[src/rtl/up_dn_cmd_pkg.sv]
// up_dn_cmd_pkg: shared types and defaults for the up/down counter command front-end
package up_dn_cmd_pkg;
  typedef enum logic [1:0] {IDLE, ARM, PRESSED, DISARM} db_state_t;
  typedef enum logic [2:0] {
    CMD_NONE = 3'b000,
    CMD_UP   = 3'b001,
    CMD_DN   = 3'b010,
    CMD_LD   = 3'b100
  } cmd_t;
  localparam int WIDTH_DEF       = 5;
  localparam int DB_CYCLES_DEF   = 4;
  localparam int HOLD_CYCLES_DEF = 8;
  localparam int REP_CYCLES_DEF  = 4;
endpackage

[src/rtl/up_dn_cmd_ctrl_btn_debounce.sv]
// btn_debounce: two-flop synchronizer, debounce FSM and optional auto-repeat producing one-cycle events
module btn_debounce
  import up_dn_cmd_pkg::*;
#(
  parameter int DB_CYCLES   = DB_CYCLES_DEF,
  parameter int HOLD_CYCLES = HOLD_CYCLES_DEF,
  parameter int REP_CYCLES  = REP_CYCLES_DEF,
  parameter bit REPEAT      = 1'b1
) (
  input  logic clk,
  input  logic rst,
  input  logic btn,
  output logic evt
);
  localparam int DW = $clog2(DB_CYCLES + 1);
  localparam int HN = HOLD_CYCLES > REP_CYCLES ? HOLD_CYCLES : REP_CYCLES;
  localparam int HW = $clog2(HN + 1);
  logic [1:0]    sync;
  logic          s;
  logic          rep;
  logic          press;
  logic          fire;
  logic [DW-1:0] db_cnt;
  logic [HW-1:0] hold_cnt;
  db_state_t     state;
  always_comb begin
    s     = sync[1];
    press = state == ARM && s && db_cnt == DW'(DB_CYCLES);
    fire  = REPEAT && state == PRESSED && s &&
            hold_cnt == (rep ? HW'(REP_CYCLES) : HW'(HOLD_CYCLES));
    evt   = press || fire;
  end
  always_ff @(posedge clk or posedge rst)
    if (rst) sync <= '0;
    else sync <= {sync[0], btn};
  always_ff @(posedge clk or posedge rst)
    if (rst) begin
      state  <= IDLE;
      db_cnt <= '0;
    end else begin
      case (state)
        IDLE:
          if (s) begin
            state  <= ARM;
            db_cnt <= '0;
          end
        ARM:
          if (!s) state <= IDLE;
          else if (press) state <= PRESSED;
          else db_cnt <= db_cnt + 1'b1;
        PRESSED:
          if (!s) begin
            state  <= DISARM;
            db_cnt <= '0;
          end
        DISARM:
          if (s) state <= PRESSED;
          else if (db_cnt == DW'(DB_CYCLES)) state <= IDLE;
          else db_cnt <= db_cnt + 1'b1;
        default: state <= IDLE;
      endcase
    end
  always_ff @(posedge clk or posedge rst)
    if (rst) begin
      hold_cnt <= '0;
      rep      <= 1'b0;
    end else if (REPEAT && press) begin
      hold_cnt <= HW'(1);
      rep      <= 1'b0;
    end else if (!REPEAT || state != PRESSED || !s) begin
      hold_cnt <= '0;
      rep      <= 1'b0;
    end else if (fire) begin
      hold_cnt <= HW'(1);
      rep      <= 1'b1;
    end else hold_cnt <= hold_cnt + 1'b1;
endmodule

[src/rtl/up_dn_cmd_ctrl.sv]
// up_dn_cmd_ctrl: debounced, arbitrated and saturation-guarded up/down/load strobes for the 5-bit counter
module up_dn_cmd_ctrl
  import up_dn_cmd_pkg::*;
#(
  parameter int WIDTH       = WIDTH_DEF,
  parameter int DB_CYCLES   = DB_CYCLES_DEF,
  parameter int HOLD_CYCLES = HOLD_CYCLES_DEF,
  parameter int REP_CYCLES  = REP_CYCLES_DEF
) (
  input  logic             CLK,
  input  logic             RST,
  input  logic             BTN_UP,
  input  logic             BTN_DN,
  input  logic             BTN_LD,
  input  logic [WIDTH-1:0] SW_VAL,
  input  logic             HIGH,
  input  logic             LOW,
  output logic             UP,
  output logic             DOWN,
  output logic             LOAD,
  output logic [WIDTH-1:0] IN_VAL
);
  logic ev_up;
  logic ev_dn;
  logic ev_ld;
  cmd_t cmd;
  btn_debounce #(
    .DB_CYCLES(DB_CYCLES), .HOLD_CYCLES(HOLD_CYCLES), .REP_CYCLES(REP_CYCLES), .REPEAT(1'b1)
  ) u_up (.clk(CLK), .rst(RST), .btn(BTN_UP), .evt(ev_up));
  btn_debounce #(
    .DB_CYCLES(DB_CYCLES), .HOLD_CYCLES(HOLD_CYCLES), .REP_CYCLES(REP_CYCLES), .REPEAT(1'b1)
  ) u_dn (.clk(CLK), .rst(RST), .btn(BTN_DN), .evt(ev_dn));
  btn_debounce #(
    .DB_CYCLES(DB_CYCLES), .HOLD_CYCLES(HOLD_CYCLES), .REP_CYCLES(REP_CYCLES), .REPEAT(1'b0)
  ) u_ld (.clk(CLK), .rst(RST), .btn(BTN_LD), .evt(ev_ld));
  always_comb
    cmd = ev_ld ? CMD_LD :
          ev_dn ? (LOW ? CMD_NONE : CMD_DN) :
          (ev_up && !HIGH) ? CMD_UP : CMD_NONE;
  always_ff @(posedge CLK or posedge RST)
    if (RST) begin
      {LOAD, DOWN, UP} <= 3'b000;
      IN_VAL           <= '0;
    end else begin
      {LOAD, DOWN, UP} <= cmd;
      if (cmd == CMD_LD) IN_VAL <= SW_VAL;
    end
endmodule

[config.mk]
export PLATFORM = sky130hd
export DESIGN_NAME = up_dn_cmd_ctrl
export DESIGN_NICKNAME = d
export VERILOG_FILES = /design/src/rtl/up_dn_cmd_pkg.sv /design/src/rtl/up_dn_cmd_ctrl_btn_debounce.sv /design/src/rtl/up_dn_cmd_ctrl.sv
export SDC_FILE = /design/constraint.sdc
export NUM_CORES = 1
export LEC_CHECK = 0
export CORE_ASPECT_RATIO = 1.2
export CORE_UTILIZATION = 49
export DETAILED_ROUTE_END_ITERATION = 10
export HOLD_SLACK_MARGIN = 0.03
export PLACE_DENSITY = 0.74
export SETUP_SLACK_MARGIN = 0.02
export SYNTH_ARGS = -nofsm -noshare
export SYNTH_HDL_FRONTEND = slang
export SYNTH_SLANG_ARGS = --single-unit
[constraint.sdc]
create_clock -name CLK -period 1.51 [get_ports CLK]
set_input_delay 0.2265 -clock CLK [delete_from_list [all_inputs] [get_ports CLK]]
set_output_delay 0.2265 -clock CLK [all_outputs]
set_load 0.005 [all_outputs]
* Word-level counts from Yosys, hierarchy flattened
Cells that the tools add are included.
Operators by class: muxes and demuxes 60, reduce and logical (&&, ||, !) cells 29, equality and inequality tests 41, $add $sub $neg 5
Operators with widths (count):
- 3-bit two-way mux | 19
- 2-bit two-way mux | 20
- 3-bit case mux with 4 select lines | 3
- 4-bit two-way mux | 8
- 2-bit != test (second input constant) | 14
- 2-bit case mux with 4 select lines | 3
- 6-bit AND reduction | 3
- 2-bit == test (second input constant) | 6
- 3-bit == test (second input constant) | 4
- 2-bit by 1-bit != test with 1-bit output (second input constant) | 6
- 4-bit AND reduction | 3
- 1-bit logical AND | 11
- 3-bit by 1-bit adder with 3-bit output (second input constant) | 3
- 3-bit by 1-bit != test with 1-bit output (second input constant) | 3
- 3-bit != test (second input constant) | 3
- 4-bit by 1-bit adder with 4-bit output (second input constant) | 2
- 4-bit == test | 2
- 1-bit two-way mux | 7
- 2-bit by 1-bit == test with 1-bit output (second input constant) | 3
- 2-bit logical NOT | 3
- 3-bit nonzero test | 2
- 1-bit logical OR | 4
- 1-bit logical NOT | 3
Word-level totals: register bits after elaboration 39, input bits 12, word-level logic and storage cells 152

* Logic depth before layout (Yosys ltp)
Gate-level depths: netlist (run 1).
depth in word-level cells 9, depth in mapped cells 6, depth with buffers taken out 6

* By module
A second synthesis (run 1) with hierarchy kept.
Second synthesis, totals: cell total of the unflattened synthesis 149, area, all modules 1823.0 um2
By module, submodules not included:
- btn_debounce at u_dn ... | area an instance 600.6 um2, cells an instance 53, instances 2, seq. area each 300.3 um2
- up_dn_cmd_ctrl | area an instance 312.8 um2, cells an instance 17, instances 1, seq. area each 200.2 um2
- btn_debounce at u_ld | area an instance 309.0 um2, cells an instance 26, instances 1, seq. area each 175.2 um2

* Worst setup path after synthesis (run 1)
No wires, ideal clock.
path kind register to register, start reg u_ld.db_cnt[0], end reg IN_VAL[0], path buffers 0, path slack -58 ps, cell stages (with the launch flop) 6, data required time 1385 ps, setup time 125 ps, arrival time 1443 ps, path through dfrtp_1 > inv_1 > ha_1 > nand3_2 > nor3b_4 > mux2_2
On the way: cells in the longest elaborated chain, start to end 4
RTL lines:
- from (decl) | line up_dn_cmd_ctrl_btn_debounce.sv:23 | logic [DW-1:0] db_cnt;
- from (signal assigned) | line up_dn_cmd_ctrl_btn_debounce.sv:50 | else db_cnt <= db_cnt + 1'b1;
- from (signal assigned) | line up_dn_cmd_ctrl_btn_debounce.sv:59 | else db_cnt <= db_cnt + 1'b1;
- 3-bit == test | line up_dn_cmd_ctrl_btn_debounce.sv:28 | press = state == ARM && s && db_cnt == DW'(DB_CYCLES);
- 1-bit logical AND | line up_dn_cmd_ctrl_btn_debounce.sv:28
- 3-bit two-way mux | line up_dn_cmd_ctrl.sv:37 | cmd = ev_ld ? CMD_LD :
- net cmd[2] | line up_dn_cmd_ctrl.sv:26 | cmd_t cmd;
- 3-bit == test | line up_dn_cmd_ctrl.sv:46 | if (cmd == CMD_LD) IN_VAL <= SW_VAL;
- to (signal assigned) | line up_dn_cmd_ctrl.sv:43 | IN_VAL <= '0;
- to (signal assigned) | line up_dn_cmd_ctrl.sv:46
- to (decl) | line up_dn_cmd_ctrl.sv:21 | output logic [WIDTH-1:0] IN_VAL
The timed path passes the listed nets, and every way through them passes these cells. A chain may end at the register's enable or synchronous reset.

* Worst setup path in the final report (run 1)
start reg u_up.hold_cnt[0], end reg UP
On the way: cells in the longest elaborated chain, start to end 7
RTL lines:
- from (decl) | line up_dn_cmd_ctrl_btn_debounce.sv:24 | logic [HW-1:0] hold_cnt;
- from (signal assigned) | line up_dn_cmd_ctrl_btn_debounce.sv:76 | end else hold_cnt <= hold_cnt + 1'b1;
- 4-bit == test | line up_dn_cmd_ctrl_btn_debounce.sv:30 | hold_cnt == (rep ? HW'(REP_CYCLES) : HW'(HOLD_CYCLES));
- 1-bit logical AND | line up_dn_cmd_ctrl_btn_debounce.sv:29 | fire = REPEAT && state == PRESSED && s &&
- 1-bit logical OR | line up_dn_cmd_ctrl_btn_debounce.sv:31 | evt = press || fire;
- 1-bit logical AND | line up_dn_cmd_ctrl.sv:39 | (ev_up && !HIGH) ? CMD_UP : CMD_NONE;
- 1-bit two-way mux | line up_dn_cmd_ctrl.sv:39
- 2-bit two-way mux | line up_dn_cmd_ctrl.sv:38 | ev_dn ? (LOW ? CMD_NONE : CMD_DN) :
- 3-bit two-way mux | line up_dn_cmd_ctrl.sv:37
- net cmd[0] | line up_dn_cmd_ctrl.sv:26
- to (signal assigned) | line up_dn_cmd_ctrl.sv:45 | {LOAD, DOWN, UP} <= cmd;
- to (decl) | line up_dn_cmd_ctrl.sv:18 | output logic UP,
The timed path passes the listed nets, and every way through them passes these cells.

==> results of run 1 <==
-- per-layer routing --
layer,track usage,wire [um],vias up
met1,0.222,1330,574
met4,0.101,58,0
met5,0,0,-
met3,0.0544,141,4
met2,0.307,1440,30
li1,-,-,582
-- critical path, cell delays in order, from the launching register on --
cell     delay (ns)
dfrtp_1        0.42
inv_2          0.08
ha_4           0.15
nand2_4        0.06
o31ai_4        0.28
a21oi_2        0.11
nor4b_2        0.26
-- cells in the mapped netlist (all sizes together) --
cell	n	area, um2
nand2	12	45.0
and3b	1	8.76
nand3b	3	22.5
dfrtp	39	976
a22o	3	28.8
nor3b	3	33.8
xnor2	3	26.3
a21oi	5	25.0
inv	21	78.8
nor4b	1	8.76
o22ai	2	12.5
or3b	1	8.76
nand2b	1	6.26
o31ai	1	7.51
o32a	1	11.3
a31oi	2	12.5
nand3	8	45.0
mux2	7	78.8
nor3	3	15.0
nand4bb	1	11.3
o21ai	10	50.1
and2b	1	8.76
and2	1	6.26
xor2	4	35.0
nor2	6	22.5
ha	10	125
-- sequential cells by signal (all words and copies together), names as in the netlist, 2 cells and up, named ones only --
name / cells
IN_VAL: 5
u_dn.db_cnt: 3
u_dn.hold_cnt: 4
u_dn.sync: 2
u_ld.db_cnt: 3
u_ld.sync: 2
u_up.db_cnt: 3
u_up.hold_cnt: 4
u_up.sync: 2
-- final cells by class --
type	count	area, um2
clock buffers	6	82.6
inverters	21	78.8
flip-flops and latches	39	976
repair buffers	33	299
multi-input cells	90	751
fillers	249	1070
clock inverters	2	35.0
well taps	37	46.3
-- worst min-delay path by stage --
stage                  endpoint         start
6_report       u_dn.hold_cnt[0]           RST
5_1_grt          u_dn.db_cnt[2]           RST
4_1_cts          u_dn.db_cnt[2]           RST
3_5_place_dp       u_up.sync[1]  u_up.sync[0]
3_3_place_gp       u_dn.sync[1]  u_dn.sync[0]
2_1_floorplan      u_dn.sync[0]        BTN_DN
-- placed cells by master, fill, tap and decap left out, types with 5 or more instances in the layout --
cell / synthesis / final
o21ai_0: 10 / 10
nand2_1: 12 / 10
clkdlybuf4s50_1: 0 / 19
nor2_1: 6 / 6
dfrtp_1: 39 / 39
buf_4: 0 / 13
ha_1: 10 / 8
clkbuf_8: 0 / 6
mux2_4: 0 / 5
inv_1: 21 / 17
nand3_1: 7 / 6
-- kinds of logic after synthesis --
| kind of cell | count (synthesis) | share of synthesized area |
|---|---|---|
| compound gates | 24 | 0.0863 |
| xor+xnor | 7 | 0.0358 |
| fa+ha+maj | 10 | 0.0732 |
| mux | 7 | 0.0461 |
| simple gates | 42 | 0.142 |
| flops | 39 | 0.571 |
| buf+inv | 21 | 0.0461 |
-- through the flow --
stage	instances	TNS [ns]
final	228	0
after global routing	228	-0.0275
after CTS	225	-0.0868
after detailed placement	216	-0.371
after global placement	216	0
after floorplan	150	-0.191
-- power breakdown --
group / total [W] / internal, W / leakage (nW) / switching, W
sequential: 0.00154 / 0.00129 / 0.510 / 0.000241
clock: 0.000880 / 0.000534 / 0.0612 / 0.000346
combinational: 0.00108 / 0.000610 / 0.469 / 0.000468
total: 0.00349 / 0.00244 / 1.04 / 0.00105
-- repair_timing --
item	in CTS	in global routing
buffers inserted	1	3
pin swaps	2	5
setup endpoints to repair	7	8
gates resized for setup	11	13
==> flow_summary.ini, run 1 <==
[status]
status = finished clean

[yosys]
yosysUniqueCellTypes = 29
ys_warn_count = 0
syn_area_um2 = 1710
synth-seq-cells = 39
ys_seq_area_frac = 0.571
netlist_instances = 150
synth_nets = 172
syn_area_per_cell_um2 = 11.4

[timing]
holdWs_ns = 0.256
clock_skew_ns = 0.00723
hold_viol = 0
post-route-period-util = 0.965
finalSetupViolations = 0
setup_slack_ns = 0.0531
clock.fmax_ghz = 0.686
period_minus_slack_ns = 1.46
worstMarginPinSlew_ns = 0.341
drv_slew = 0
rsz0062_at_grt = true
slew_headroom = 0.772

[cts]
cts_buffers = 5
max-clock-path-buffers = 2
cts.clk_slew.worst_paths_ns = 0.07
clock_latency_ns = 0.29
cts_hold_buf = 0
cts_tree = yes
h-tree-depth = 2
clkSinkCount = 39
cts-root-buf = clkbuf_8

[worst_setup_path]
endpoint_kind = flip-flop
reg2reg_slack_ns = 0.05
r2r_cells = 6
path_max_fanout = 4
rr_endpoint = UP
worstPathArrival_ns = 1.65
cp-endpoint = UP
critPathLaunchType = flip-flop
crit_required_ns = 1.71
startpoint = u_up.hold_cnt[0]
crit_type = flip-flop to flip-flop
worstReg2RegStart = u_up.hold_cnt[0]

[min_path]
min_path_type = input pin to async pin

[floorplanning]
die_x_um = 55.9
die_area_um2 = 3730
die_h_um = 66.7
num_rows = 23
ios = 20
initial_core_util = 0.512
core_area_um2 = 3340

[placed_design]
port_buffers = 19
dpl_worst_slack_ns = -0.111
gp_congestion = 0.715
place_area_um2 = 2020
dp_hpwl_um = 2090

[power_and_ir_drop]
power_per_cell_area_nw_per_um2 = 1540
power_w = 0.00349
power.leakage_nw = 1.04
vdd_ir_drop_max_uv = 1190

[detailed_routing]
viasPerCell = 5.22
drt_iter0_drc = 42
first_pass_iters = 4
ant_nets = 0
wl_per_cell_um = 13.0
finalWirelength_um = 2970
vias = 1190
drc = 0

[global_routing]
grt_pass1_wl_um = 5160
gr-total-overflow = 0
track_usage = 0.186
grt_pass1_vias = 1191
antenna_found_initial = 0
grt_max_degree = 28

[cells_and_area]
layout-drive-gt1-share = 0.251
layout.nets = 212
area_growth_pct = 32.6
post-route-util = 0.680
diodes = 0
stdcell_area_um2 = 2270

[flow_run]
cap_viol_max_count = 0
Power figures use the tool's default switching activity.
==> inputs of run 2 (changes only) <==
--- a/config.mk
+++ b/config.mk
@@ -6,10 +6,11 @@
 export NUM_CORES = 1
 export LEC_CHECK = 0
 export CORE_ASPECT_RATIO = 1.2
-export CORE_UTILIZATION = 49
+export CORE_UTILIZATION = 50
 export DETAILED_ROUTE_END_ITERATION = 10
+export DONT_BUFFER_PORTS = 1
 export HOLD_SLACK_MARGIN = 0.03
-export PLACE_DENSITY = 0.74
+export PLACE_DENSITY = 0.68
 export SETUP_SLACK_MARGIN = 0.02
 export SYNTH_ARGS = -nofsm -noshare
 export SYNTH_HDL_FRONTEND = slang
==> flow_summary.ini, run 2 (same netlist as run 1, synthesis figures left out) <==
[global_routing]
use_met3 = 0.0587
grt_pass1_vias = 1259
grt_pass1_wl_um = 5520
gr-total-overflow = 0
grt-busiest-layer = met2
use_met2 = 0.352
antenna_found_initial = 0
track_usage = 0.204
grt_use_met1 = 0.232
grt_max_degree = 40

[cells_and_area]
layout.nets = 214
fin_cells = 229
diodes = 0
reg.largest.list = IN_VAL (5), u_dn.hold_cnt (4), u_up.hold_cnt (4)
top_register = IN_VAL
area_growth_pct = 30.4
post-route-util = 0.705
largest_register_ffs = 5
final_cell_mix = dfrtp_1, buf_4, inv_1
multiInputGateArea_um2 = 761
final_common_cell = dfrtp_1
final-seq-area_um2 = 976
nFillCells = 200
layout-drive-gt1-share = 0.306

[timing]
holdWs_ns = 0.359
post-route-period-util = 1.03
clock_skew_ns = 0.00826
setup_slack_ns = -0.0386
drv_slew = 0
period_minus_slack_ns = 1.55
clock.fmax_ghz = 0.646
worstMarginPinSlew_ns = 0.481
slew_headroom = 0.679
finalSetupViolations = 5
hold_viol = 0
rsz0062_at_grt = true

[cts]
clock_latency_ns = 0.35
cts-root-buf = clkbuf_4
clkSinkCount = 39
h-tree-depth = 2
cts_tree = yes
cts.clk_slew.worst_paths_ns = 0.11
max-clock-path-buffers = 2
cts_buffers = 5

[floorplanning]
ios = 20
initial_core_util = 0.540
die_area_um2 = 3660
num_rows = 22
die_x_um = 55.4
die_h_um = 66.1
core_area_um2 = 3170

[status]
violations = negative setup slack
status = complete, but fails checks

[worst_setup_path]
crit_required_ns = 1.75
path_max_fanout = 3
critPathLaunchType = flip-flop
cp_cell_sequence = inv_2, ha_4, nand3_4, nor3b_4, buf_6, mux2_4
crit_type = flip-flop to flip-flop
slowest_stage = dfrtp_1
worstPathArrival_ns = 1.79
slowest_delay_ns = 0.40
endpoint_kind = flip-flop

[power_and_ir_drop]
swShare = 0.336
vdd_ir_drop_max_uv = 1150
power.internal_w = 0.00217
pwr-share-clk = 0.188
power.leakage_nw = 1.04
power_per_cell_area_nw_per_um2 = 1460
p_sw_w = 0.00110
p_comb_frac = 0.342
power_w = 0.00326
seqPwrFrac = 0.471

[detailed_routing]
viasPerCell = 5.31
vias = 1215
drt_iter0_drc = 14
finalWirelength_um = 3240
wl_per_cell_um = 14.1
first_pass_iters = 4
ant_nets = 0
drc = 0

[flow_run]
cap_viol_max_count = 0

[min_path]
min_path_type = flip-flop to flip-flop

[placed_design]
dp_hpwl_um = 2060
gp_congestion = 0.768
port_buffers = 0
dp_cells = 199
dpl_worst_slack_ns = -0.118
-- run 2: changes by cell type in the layout (fill, tap and decap cells not counted), moves of 4 or more --
cell	change
clkbuf_4	+5
dlygate4sd3_1	+11
buf_4	+9
clkbuf_8	-4
clkdlybuf4s50_1	-19
-- run 2: worst paths after layout --
path / startpoint / end / slack, ns / cells after the start
max: u_ld.db_cnt[0] / IN_VAL[2] / -0.04 / 6
min: u_ld.sync[0] / u_ld.sync[1] / 0.36 / 0
max reg2reg: u_ld.db_cnt[0] / IN_VAL[2] / -0.04 / 6
min reg2reg: u_ld.sync[0] / u_ld.sync[1] / 0.36 / 0
max in group asynchronous: RST / IN_VAL[1] / 0.73 / 3
min in group asynchronous: RST / u_dn.sync[0] / 0.44 / 3
-- run 2: metrics by stage --
step,cell area (um2),setup TNS [ns]
after global routing,2230,-0.479
after detailed placement,1850,-0.530
after floorplan,1710,-0.191
final,2230,-0.141
after global placement,1850,-0.113
after CTS,2130,-0.00103
-- run 2: area by class of cell --
class                           count  area share
Sequential cell                    39       0.437
Multi-Input combinational cell     90       0.341
Timing Repair Buffer               35       0.133
Inverter                           21      0.0353
Clock buffer                        7      0.0292
Tap cell                           36      0.0202
Clock inverter                      1     0.00337
-- run 2: per-layer routing --
metal / up-vias / wire, um
met2: 24 / 1640
li1: 596 / -
met5: - / 0
met1: 590 / 1430
met3: 5 / 114
met4: 0 / 46
-- run 2: worst max-delay path, delay by kind of cell, from the launching register on --
family,cells,cell delay (ns)
multiplexers,1,0.30
AND/OR/NAND/NOR,2,0.34
buffers and inverters,2,0.25
adder cells (fa/ha/maj),1,0.15
flip-flops,1,0.40
-- run 2: timing repair --
item / 4_1_cts / 5_1_grt
buffers inserted: 4 / 7
cloned: 0 / 0
resized for setup: 16 / 12
hold endpoints to repair: 49 / 0
hold buffers: 11 / 0
pin swaps: 2 / 9
endpoints found under the setup margin: 6 / 7
-- run 2: power groups by stage --
stage / combinational, W / sequential, W / clock, W
finish: 0.00112 / 0.00154 / 0.000612
global route: 0.00124 / 0.00156 / 0.000685
CTS: 0.000971 / 0.00153 / 0.000642
detailed placement: 0.000828 / 0.00154 / 0
global placement: 0.000770 / 0.00152 / 0
floorplan: 0.000593 / 0.00149 / 0
